## config.mk

```make
export PLATFORM = sky130hd
export DESIGN_NAME = multichan_deframer
export DESIGN_NICKNAME = d
export VERILOG_FILES = /design/src/rtl/multichan_deframer.sv
export SDC_FILE = /design/constraint.sdc
export NUM_CORES = 1
export LEC_CHECK = 0
export CORE_AREA = 4 4 201 203
export DETAILED_ROUTE_END_ITERATION = 8
export DIE_AREA = 0 0 205 207
export GPL_TIMING_DRIVEN = 0
export PLACE_DENSITY_LB_ADDON = 0.15
export SLEW_MARGIN = 20
export SYNTH_ARGS = -nofsm -noshare
export SYNTH_HDL_FRONTEND = slang
export SYNTH_SLANG_ARGS = --single-unit
export TNS_END_PERCENT = 50
```

## constraint.sdc

```tcl
create_clock -name CLK -period 6.99 [get_ports CLK]
set_clock_uncertainty 0.15 [all_clocks]
set_input_delay 1.7475 -clock CLK [delete_from_list [all_inputs] [get_ports CLK]]
set_output_delay 1.7475 -clock CLK [all_outputs]
set_load 0.05 [all_outputs]
```

## src/rtl/multichan_deframer.sv

```systemverilog
// Receive-side deframer for the multi-channel packet link: HEAD/CHANNEL/LENGTH/DATA/END -> message port.
// Optional drop_count statistics port is enabled by defining MULTICHAN_DEFRAMER_STATS_EN.
module multichan_deframer #(
  parameter int unsigned PACKET_SIZE = 8,
  parameter int unsigned MESSAGE_BIT = 256,
  parameter int unsigned CHANNEL_BIT = 1
) (
  input  logic                   CLK,
  input  logic                   RST_N,
  input  logic                   in_valid,
  input  logic [PACKET_SIZE-1:0] in_data,
  output logic                   in_ready,
  output logic                   msg_valid,
  input  logic                   msg_ready,
  output logic [CHANNEL_BIT-1:0] msg_channel,
  output logic [4:0]             msg_length,
  output logic [MESSAGE_BIT-1:0] msg_data
`ifdef MULTICHAN_DEFRAMER_STATS_EN
  ,
  output logic [15:0]            drop_count
`endif
);

  localparam int unsigned PAY = PACKET_SIZE - 1;

  typedef logic [MESSAGE_BIT-1:0] msg_t;
  typedef enum logic [2:0] {S_IDLE, S_CHAN, S_LEN, S_DATA, S_END} state_t;

  state_t               state;
  logic [4:0]           id;
  logic [CHANNEL_BIT-1:0] chan;
  logic [4:0]           len;
  logic [9:0]           bit_cnt;
  msg_t                 assy;

  logic [2:0] tag;
  logic       is_data, is_head, is_chan, is_len, is_end;
  logic       accept, oversize, data_done, id_match;
  logic [4:0] field;
  logic [9:0] next_cnt;
  msg_t       shifted, keep;

  assign tag      = in_data[PACKET_SIZE-1 -: 3];
  assign is_data  = ~in_data[PACKET_SIZE-1];
  assign is_head  = (tag == 3'b100);
  assign is_chan  = (tag == 3'b101);
  assign is_len   = (tag == 3'b110);
  assign is_end   = (tag == 3'b111);
  assign field    = in_data[4:0];
  assign id_match = (field == id);

  assign in_ready = ~((state == S_END) && msg_valid && ~msg_ready);
  assign accept   = in_valid && in_ready;

  assign oversize  = {27'd0, field} > 32'(MESSAGE_BIT / 8);
  assign next_cnt  = bit_cnt + 10'(PAY);
  assign data_done = next_cnt >= {2'b00, len, 3'b000};
  // Payload bits shifted past MESSAGE_BIT fall off the top of the assembly register.
  assign shifted   = msg_t'(in_data[PAY-1:0]) << bit_cnt;
  assign keep      = ~(msg_t'('1) << {len, 3'b000});

  always_ff @(posedge CLK or negedge RST_N) begin
    if (!RST_N) begin
      state       <= S_IDLE;
      id          <= '0;
      chan        <= '0;
      len         <= '0;
      bit_cnt     <= '0;
      assy        <= '0;
      msg_valid   <= 1'b0;
      msg_channel <= '0;
      msg_length  <= '0;
      msg_data    <= '0;
    end else begin
      if (msg_valid && msg_ready) msg_valid <= 1'b0;
      if (accept) begin
        if (is_head) begin
          id      <= field;
          bit_cnt <= '0;
          assy    <= '0;
          state   <= S_CHAN;
        end else begin
          unique case (state)
            S_IDLE: state <= S_IDLE;
            S_CHAN: begin
              if (is_chan) begin
                chan  <= in_data[CHANNEL_BIT-1:0];
                state <= S_LEN;
              end else state <= S_IDLE;
            end
            S_LEN: begin
              if (is_len) begin
                len <= field;
                if (field == 5'd0)  state <= S_END;
                else if (oversize)  state <= S_IDLE;
                else                state <= S_DATA;
              end else state <= S_IDLE;
            end
            S_DATA: begin
              if (is_data) begin
                assy    <= assy | shifted;
                bit_cnt <= next_cnt;
                if (data_done) state <= S_END;
              end else state <= S_IDLE;
            end
            S_END: begin
              // A load here may coincide with the previous message's handshake; the load wins.
              if (is_end && id_match) begin
                msg_data    <= assy & keep;
                msg_channel <= chan;
                msg_length  <= len;
                msg_valid   <= 1'b1;
              end
              state <= S_IDLE;
            end
            default: state <= S_IDLE;
          endcase
        end
      end
    end
  end

`ifdef MULTICHAN_DEFRAMER_STATS_EN
  logic drop;

  always_comb begin
    drop = 1'b0;
    if (accept) begin
      unique case (state)
        S_CHAN:  drop = ~is_chan;
        S_LEN:   drop = ~is_len | oversize;
        S_DATA:  drop = ~is_data;
        S_END:   drop = ~(is_end && id_match);
        default: drop = 1'b0;
      endcase
    end
  end

  always_ff @(posedge CLK or negedge RST_N) begin
    if (!RST_N) drop_count <= '0;
    else if (drop && (drop_count != '1)) drop_count <= drop_count + 16'd1;
  end
`endif

endmodule

```

==> results of run 1 <==
-- Yosys cell counts (3+ instances only) --
master,n
nor4_1,3
a32o_1,12
buf_6,3
xor2_1,7
mux2i_1,6
o22ai_1,3
o221ai_1,10
nand3_1,14
ha_1,7
nand2_1,804
nor3_1,14
o32ai_1,6
or2_2,5
dfrtp_1,527
o31ai_1,5
o21ai_1,15
or3_1,8
buf_4,9
clkbuf_2,3
or4_1,4
o21a_1,3
o21ai_2,6
clkbuf_1,71
a21oi_1,16
o21ai_0,464
mux2_2,13
nand3b_1,4
buf_2,54
nand4_1,4
nand2b_1,22
buf_1,5
inv_1,11
nor2_1,43
and3_1,5
a22o_1,12
mux4_1,4
nor2b_1,6
xnor2_1,5
-- area by class of cell --
class                           count  area, um2  area share
Buffer                            147      705.7     0.02651
Clock buffer                       77       1476     0.05547
Clock inverter                     15      195.2    0.007333
Inverter                           15      56.30    0.002115
Multi-Input combinational cell   1572       7581      0.2848
Sequential cell                   527      13190      0.4955
Tap cell                          518      648.1     0.02435
Timing Repair Buffer              267       2766      0.1039
-- through the flow --
stage                     worst slack, ps  hold WS, ps  setup TNS (ps)  instance area (um2)
after floorplan                      2609        299.7               0                21500
after global placement             -18200        311.8        -9555830                24760
after detailed placement             1667        315.7               0                24930
after CTS                            1659        328.8               0                26600
after global routing                 1621        346.1               0                26620
final                                1663        325.8               0                26620
-- where the power goes --
group	switching [mW]	leakage (nW)	internal, mW
Combinational	0.632	3.11	0.170
Clock	1.21	0.815	1.58
Sequential	0.0339	7.34	3.09
-- logic make-up (layout without fill, tap and decap cells) --
kind of cell / Yosys count / count (layout) / synth area share
buffers and inverters: 162 / 521 / 0.03549
and+or+nand+nor: 949 / 949 / 0.1781
adders and majority gates: 7 / 7 / 0.004079
other: 1 / 8 / 0.0001747
muxes: 25 / 25 / 0.01661
xor gates and xnor gates: 12 / 12 / 0.004895
DFF: 527 / 527 / 0.6143
AOI/OAI and AO/OA: 571 / 571 / 0.1464
-- layout by cell type (no fill, tap or decap), types with 5 or more instances in the layout --
cell type          n
clkdlybuf4s50_1  260
or3_1              8
buf_4              9
nor3_1            14
o21ai_1           15
nand2b_1          22
ha_1               7
a21oi_1           15
clkbuf_16         53
o21ai_2            6
nor2b_1            6
clkbuf_1          89
conb_1             8
mux2i_1            6
mux2_2            13
xor2_1             7
buf_1              5
xnor2_1            5
buf_16             5
clkbuf_8           7
a22o_1            12
a32o_1            12
buf_2             54
o21ai_0          464
o32ai_1            6
o221ai_1          10
nor2_1            43
and3_1             5
inv_1             11
or2_2              5
dfrtp_1          527
nand3_1           14
nand2_1          804
-- critical path, cell delays in order --
cell,delay [ps]
clkdlybuf4s50_1,390
nand2b_1,180
or3_1,390
clkdlybuf4s50_1,720
-- routing by layer --
metal,global-route usage,vias up
met5,0,-
li1,-,8180
met3,0.06193,177
met4,0.1409,0
met2,0.5179,858
met1,0.4962,9222
-- flip-flops by register name, summed over array words and instances, names as in the netlist --
| signal | cells |
|---|---|
| state | 3 |
| len | 5 |
| assy | 248 |
| msg_length | 5 |
| chan | 1 |
| msg_channel | 1 |
| id | 5 |
| msg_valid | 1 |
| bit_cnt | 10 |
| msg_data | 248 |
-- worst max path at each step --
stage | end | start | slack (ps) | depth (start not counted)
after floorplan | in_ready | msg_ready | 2610 | 2
after global placement | msg_data[145] | RST_N | -18200 | 1
after detailed placement | in_ready | msg_ready | 1670 | 4
after CTS | in_ready | msg_ready | 1660 | 4
after global routing | in_ready | msg_ready | 1620 | 4
final | in_ready | msg_ready | 1660 | 4
==> reports/qor.csv, run 1 <==
metric,value,unit
numCtsBuffers,53,
grt_max_degree,109,
crit_arrival,3430,ps
io_pins,276,
path_clk_slew,60,ps
timing.final.crit_share,0.7620,
p_total,6.710,mW
r2r-start,bit_cnt[2],
grtUsageTotal,0.3426,
hold_path_depth,2,
place.port_buffers,261,
max_freq,187.7,MHz
route.detailed.drc,0,
cts_tree,done,
syn-cell-area,21470,um2
syn_inst,2254,
max-cap-violations,0,
slew_violations,0,
drive_above_1_share,0.07481,
end_kind,output port,
first_pass_iters,6,
critPathMaxFanout,3,
area_delta_synth_final,23.98,%
ys_warn_count,0,
highest_layer,met4,
rsz0062_at_grt,no,
syn_avg_cell_area,9.525,um2
antenna_found_initial,5,
dp_cells,3046,
holdPathEnd,assy[150],
gp_congestion,0.9947,
final_util,0.6919,
postCtsSetupBuffers,0,
dr_wl_met3,6317,um
worstPathRequired,5090,ps
wl,72710,um
finalCriticalPeriod,5327,ps
synth_top_area_share,0.6143,
root_buffer,clkbuf_16,
worstSkewPairLatency,620,ps
drtIter0Drc,1701,
p_leak,11.27,nW
grt_pass1_vias,18210,
hpwl,51290,um
worstReg2RegEnd,state[2],
power_density,252.1,nW/um2
antenna_cells,0,
floorplan.rows,72,
post_cts_resize_count,0,
holdBufCountCts,0,
wire_per_inst,23.17,um
die_w,205,um
dieArea,42440,um2
min_path_type,register to register,
synth.largest_area_cell,dfrtp_1,
clk_path_buf_depth,3,
grt_first_pass_wirelength,111200,um
ys_ff_latch,527,
yosysSeqAreaShare,0.6143,
worst_pin_slew,1108,ps
die_h,207,um
grt-ovfl-total,0,
worst-setup-path-type,input pin to output port,
worstHoldStart,assy[150],
synth-async-reset-ratio,1.000,
drt-vias-per-instance,5.875,
start_util,0.5581,
nets,2602,
finalHoldViolCount,0,
drt-met1-wl,30050,um
stdcell_count,3138,
setup_violations,0,
synth.distinct_cells,70,
fp.coreArea,38470,um2
rrSetupSlack,3380,ps
rr_worst_depth,12,
htree_levels,2,
drtAntennaViolNets,0,
yosys_most_used_dff,dfrtp_1,
worst_ir_drop_vdd,0.0001970,V
nFillCells,3024,
route.met2.wl,32870,um
relSlewSlack,0.2556,
vias,18440,
status,"finished, final reports clean",
yosys-top-cells-area,"dfrtp_1 61%, nand2_1 14%, o21ai_0 11%",
synth_edf_count,0,
cts.sinks,527,
crit_path_start_kind,input pin,
No activity file was read; power rests on OpenSTA's default activity.
==> inputs of run 2 (changes only) <==
--- a/config.mk
+++ b/config.mk
@@ -5,9 +5,9 @@
 export SDC_FILE = /design/constraint.sdc
 export NUM_CORES = 1
 export LEC_CHECK = 0
-export CORE_AREA = 4 4 201 203
+export CORE_AREA = 4 4 203 205
 export DETAILED_ROUTE_END_ITERATION = 8
-export DIE_AREA = 0 0 205 207
+export DIE_AREA = 0 0 207 209
 export GPL_TIMING_DRIVEN = 0
 export PLACE_DENSITY_LB_ADDON = 0.15
 export SLEW_MARGIN = 20
==> constraint.sdc (replaced) <==
create_clock -name CLK -period 5.1 [get_ports CLK]
set_clock_uncertainty 0.15 [all_clocks]
set_input_delay 1.275 -clock CLK [delete_from_list [all_inputs] [get_ports CLK]]
set_output_delay 1.275 -clock CLK [all_outputs]
set_load 0.05 [all_outputs]
==> run 2 against run 1 <==
Count of clock-buffer cells in the layout is 3 higher. Sequential power is 37% higher. Routed wire length is 1.6% higher. Utilization is 1.5 points lower. Worst hold slack better by 1.7 ps. Combinational power is 40% higher. Clock power is 40% higher. Flip-flop and latch count stayed put. Final cell count is 0.35% higher. Register-to-register slack worse by 2100 ps. Largest power group unchanged. Highest routed layer unchanged.
==> reports/qor.csv, run 2 (same netlist as run 1, synthesis figures left out) <==
metric,value,unit
pwr-share-seq,0.460,
htree_levels,2,
antenna_found_initial,1,
internal-power,6.698,mW
r2r-start,bit_cnt[5],
max-cap-violations,0,
die_h,209,um
finalWorstSetupSlack,712.4,ps
power_density,348.5,nW/um2
start_util,0.5441,
place.port_buffers,261,
switching_power,2.610,mW
worst_pin_slew,1191,ps
critPathMaxFanout,3,
dieArea,43260,um2
drtIter0Drc,1839,
swShare,0.2804,
crit_path_start_kind,input pin,
clk_path_buf_depth,3,
crit_path_top_delay_cell,clkdlybuf4s50_1,
worstReg2RegEnd,state[2],
finalHoldViolCount,0,
power_frac_comb,0.121,
grtUsageTotal,0.3381,
antenna_cells,0,
cts_tree,done,
drt-vias-per-instance,5.842,
max_stage_delay,720,ps
postCtsSetupBuffers,0,
worstPathRequired,3670,ps
worst_path_most_repeated_cell,clkdlybuf4s50_1,
finalCriticalPeriod,4388,ps
slew_violations,0,
min_path_type,register to register,
clock_power_share,0.419,
numCtsBuffers,53,
floorplan.rows,73,
wire_per_inst,23.45,um
grt-ovfl-total,0,
nets,2603,
grt_pass1_vias,18270,
top_regs,"assy: 248 flops, msg_data: 248 flops, bit_cnt: 10 flops",
cp_top_family,buffers and inverters,
worstSkewPairLatency,620,ps
crit_arrival,2960,ps
ff_latch_area,13190,um2
worstHoldStart,msg_data[216],
first_pass_iters,6,
cts.sinks,527,
holdPathEnd,msg_data[216],
nFillCells,3131,
path_clk_slew,60,ps
rr_worst_depth,10,
fp.coreArea,39460,um2
vias,18400,
grt_max_degree,99,
p_leak,11.32,nW
setup_violations,0,
hpwl,52080,um
worst-setup-path-type,input pin to output port,
layout.cells.most_common,nand2_1,
post_cts_resize_count,0,
grt_first_pass_wirelength,112600,um
max_freq,227.9,MHz
rrSetupSlack,1250,ps
area_delta_synth_final,24.38,%
drive_above_1_share,0.07736,
gp_congestion,0.9590,
timing.final.crit_share,0.8603,
io_pins,276,
end_kind,output port,
path_cells,"clkdlybuf4s50_1, nand2b_1, or3_1, clkdlybuf4s50_1",
worst_ir_drop_vdd,0.0002655,V
route.detailed.drc,0,
drtAntennaViolNets,0,
holdBufCountCts,0,
p_total,9.308,mW
crit_buf_inv,2,
finalSetupTns,0,ps
final_util,0.6768,
rsz0062_at_grt,no,
root_buffer,clkbuf_16,
layout_common_cells,"804 x nand2_1, 527 x dfrtp_1, 464 x o21ai_0",
place_ws,452.3,ps
die_w,207,um
wl,73850,um
hold_path_depth,2,
relSlewSlack,0.2012,
multiInputGateArea,7567,um2
status,"finished, final reports clean",
run 2: cell count changes in the layout (fill, tap and decap cells not counted), moves of 2 or more:
| cell | change |
|---|---|
| clkbuf_8 | +6 |
| clkbuf_1 | -4 |
| clkinv_2 | +4 |
| clkinv_4 | -2 |
| clkinv_8 | -2 |
run 2: area by class of cell:
cell class / count / share of cell area
clock buffer: 80 / 0.05875
buffer: 147 / 0.02643
sequential: 527 / 0.4938
timing repair buffer: 268 / 0.1048
inverter: 15 / 0.002108
clock inverter: 15 / 0.006138
multi-input combinational: 1572 / 0.2834
tap: 525 / 0.02460
run 2: power by group through the flow:
stage | sequential (mW) | combinational (mW) | clock, mW
finish | 4.28 | 1.12 | 3.90
global route | 4.29 | 1.17 | 4.09
floorplan | 4.34 | 0.549 | 0
detailed placement | 4.36 | 1.09 | 0
global placement | 4.36 | 1.05 | 0
CTS | 4.28 | 1.09 | 3.91
run 2: worst max path at each step:
stage,from,endpoint,slack [ps],cells after the start
final,msg_ready,in_ready,710,4
after global routing,msg_ready,in_ready,630,4
after CTS,msg_ready,in_ready,720,4
after detailed placement,msg_ready,msg_length[1],450,10
after global placement,RST_N,msg_data[144],-19860,1
after floorplan,msg_ready,in_ready,1660,2
run 2: tightest hold or removal path: stages (launching register included):
cell and delay [ps]:
dfrtp_1 340, nand2_1 40, o21ai_0 60
run 2: through the flow:
step	hold WS [ps]	cells	instance area [um2]
2_1_floorplan	299.7	2261	21500
3_3_place_gp	309.9	3047	24770
3_5_place_dp	315.1	3054	24970
4_1_cts	331.4	3149	26700
5_1_grt	349.3	3149	26700
6_report	327.6	3149	26700
run 2: layer usage:
| metal | track usage | part of all wire | up-vias |
|---|---|---|---|
| met4 | 0.1398 | 0.046 | 0 |
| met3 | 0.06170 | 0.079 | 169 |
| met2 | 0.5284 | 0.46 | 814 |
| met1 | 0.4742 | 0.41 | 9244 |
| li1 | - | - | 8171 |
| met5 | 0 | 0 | - |
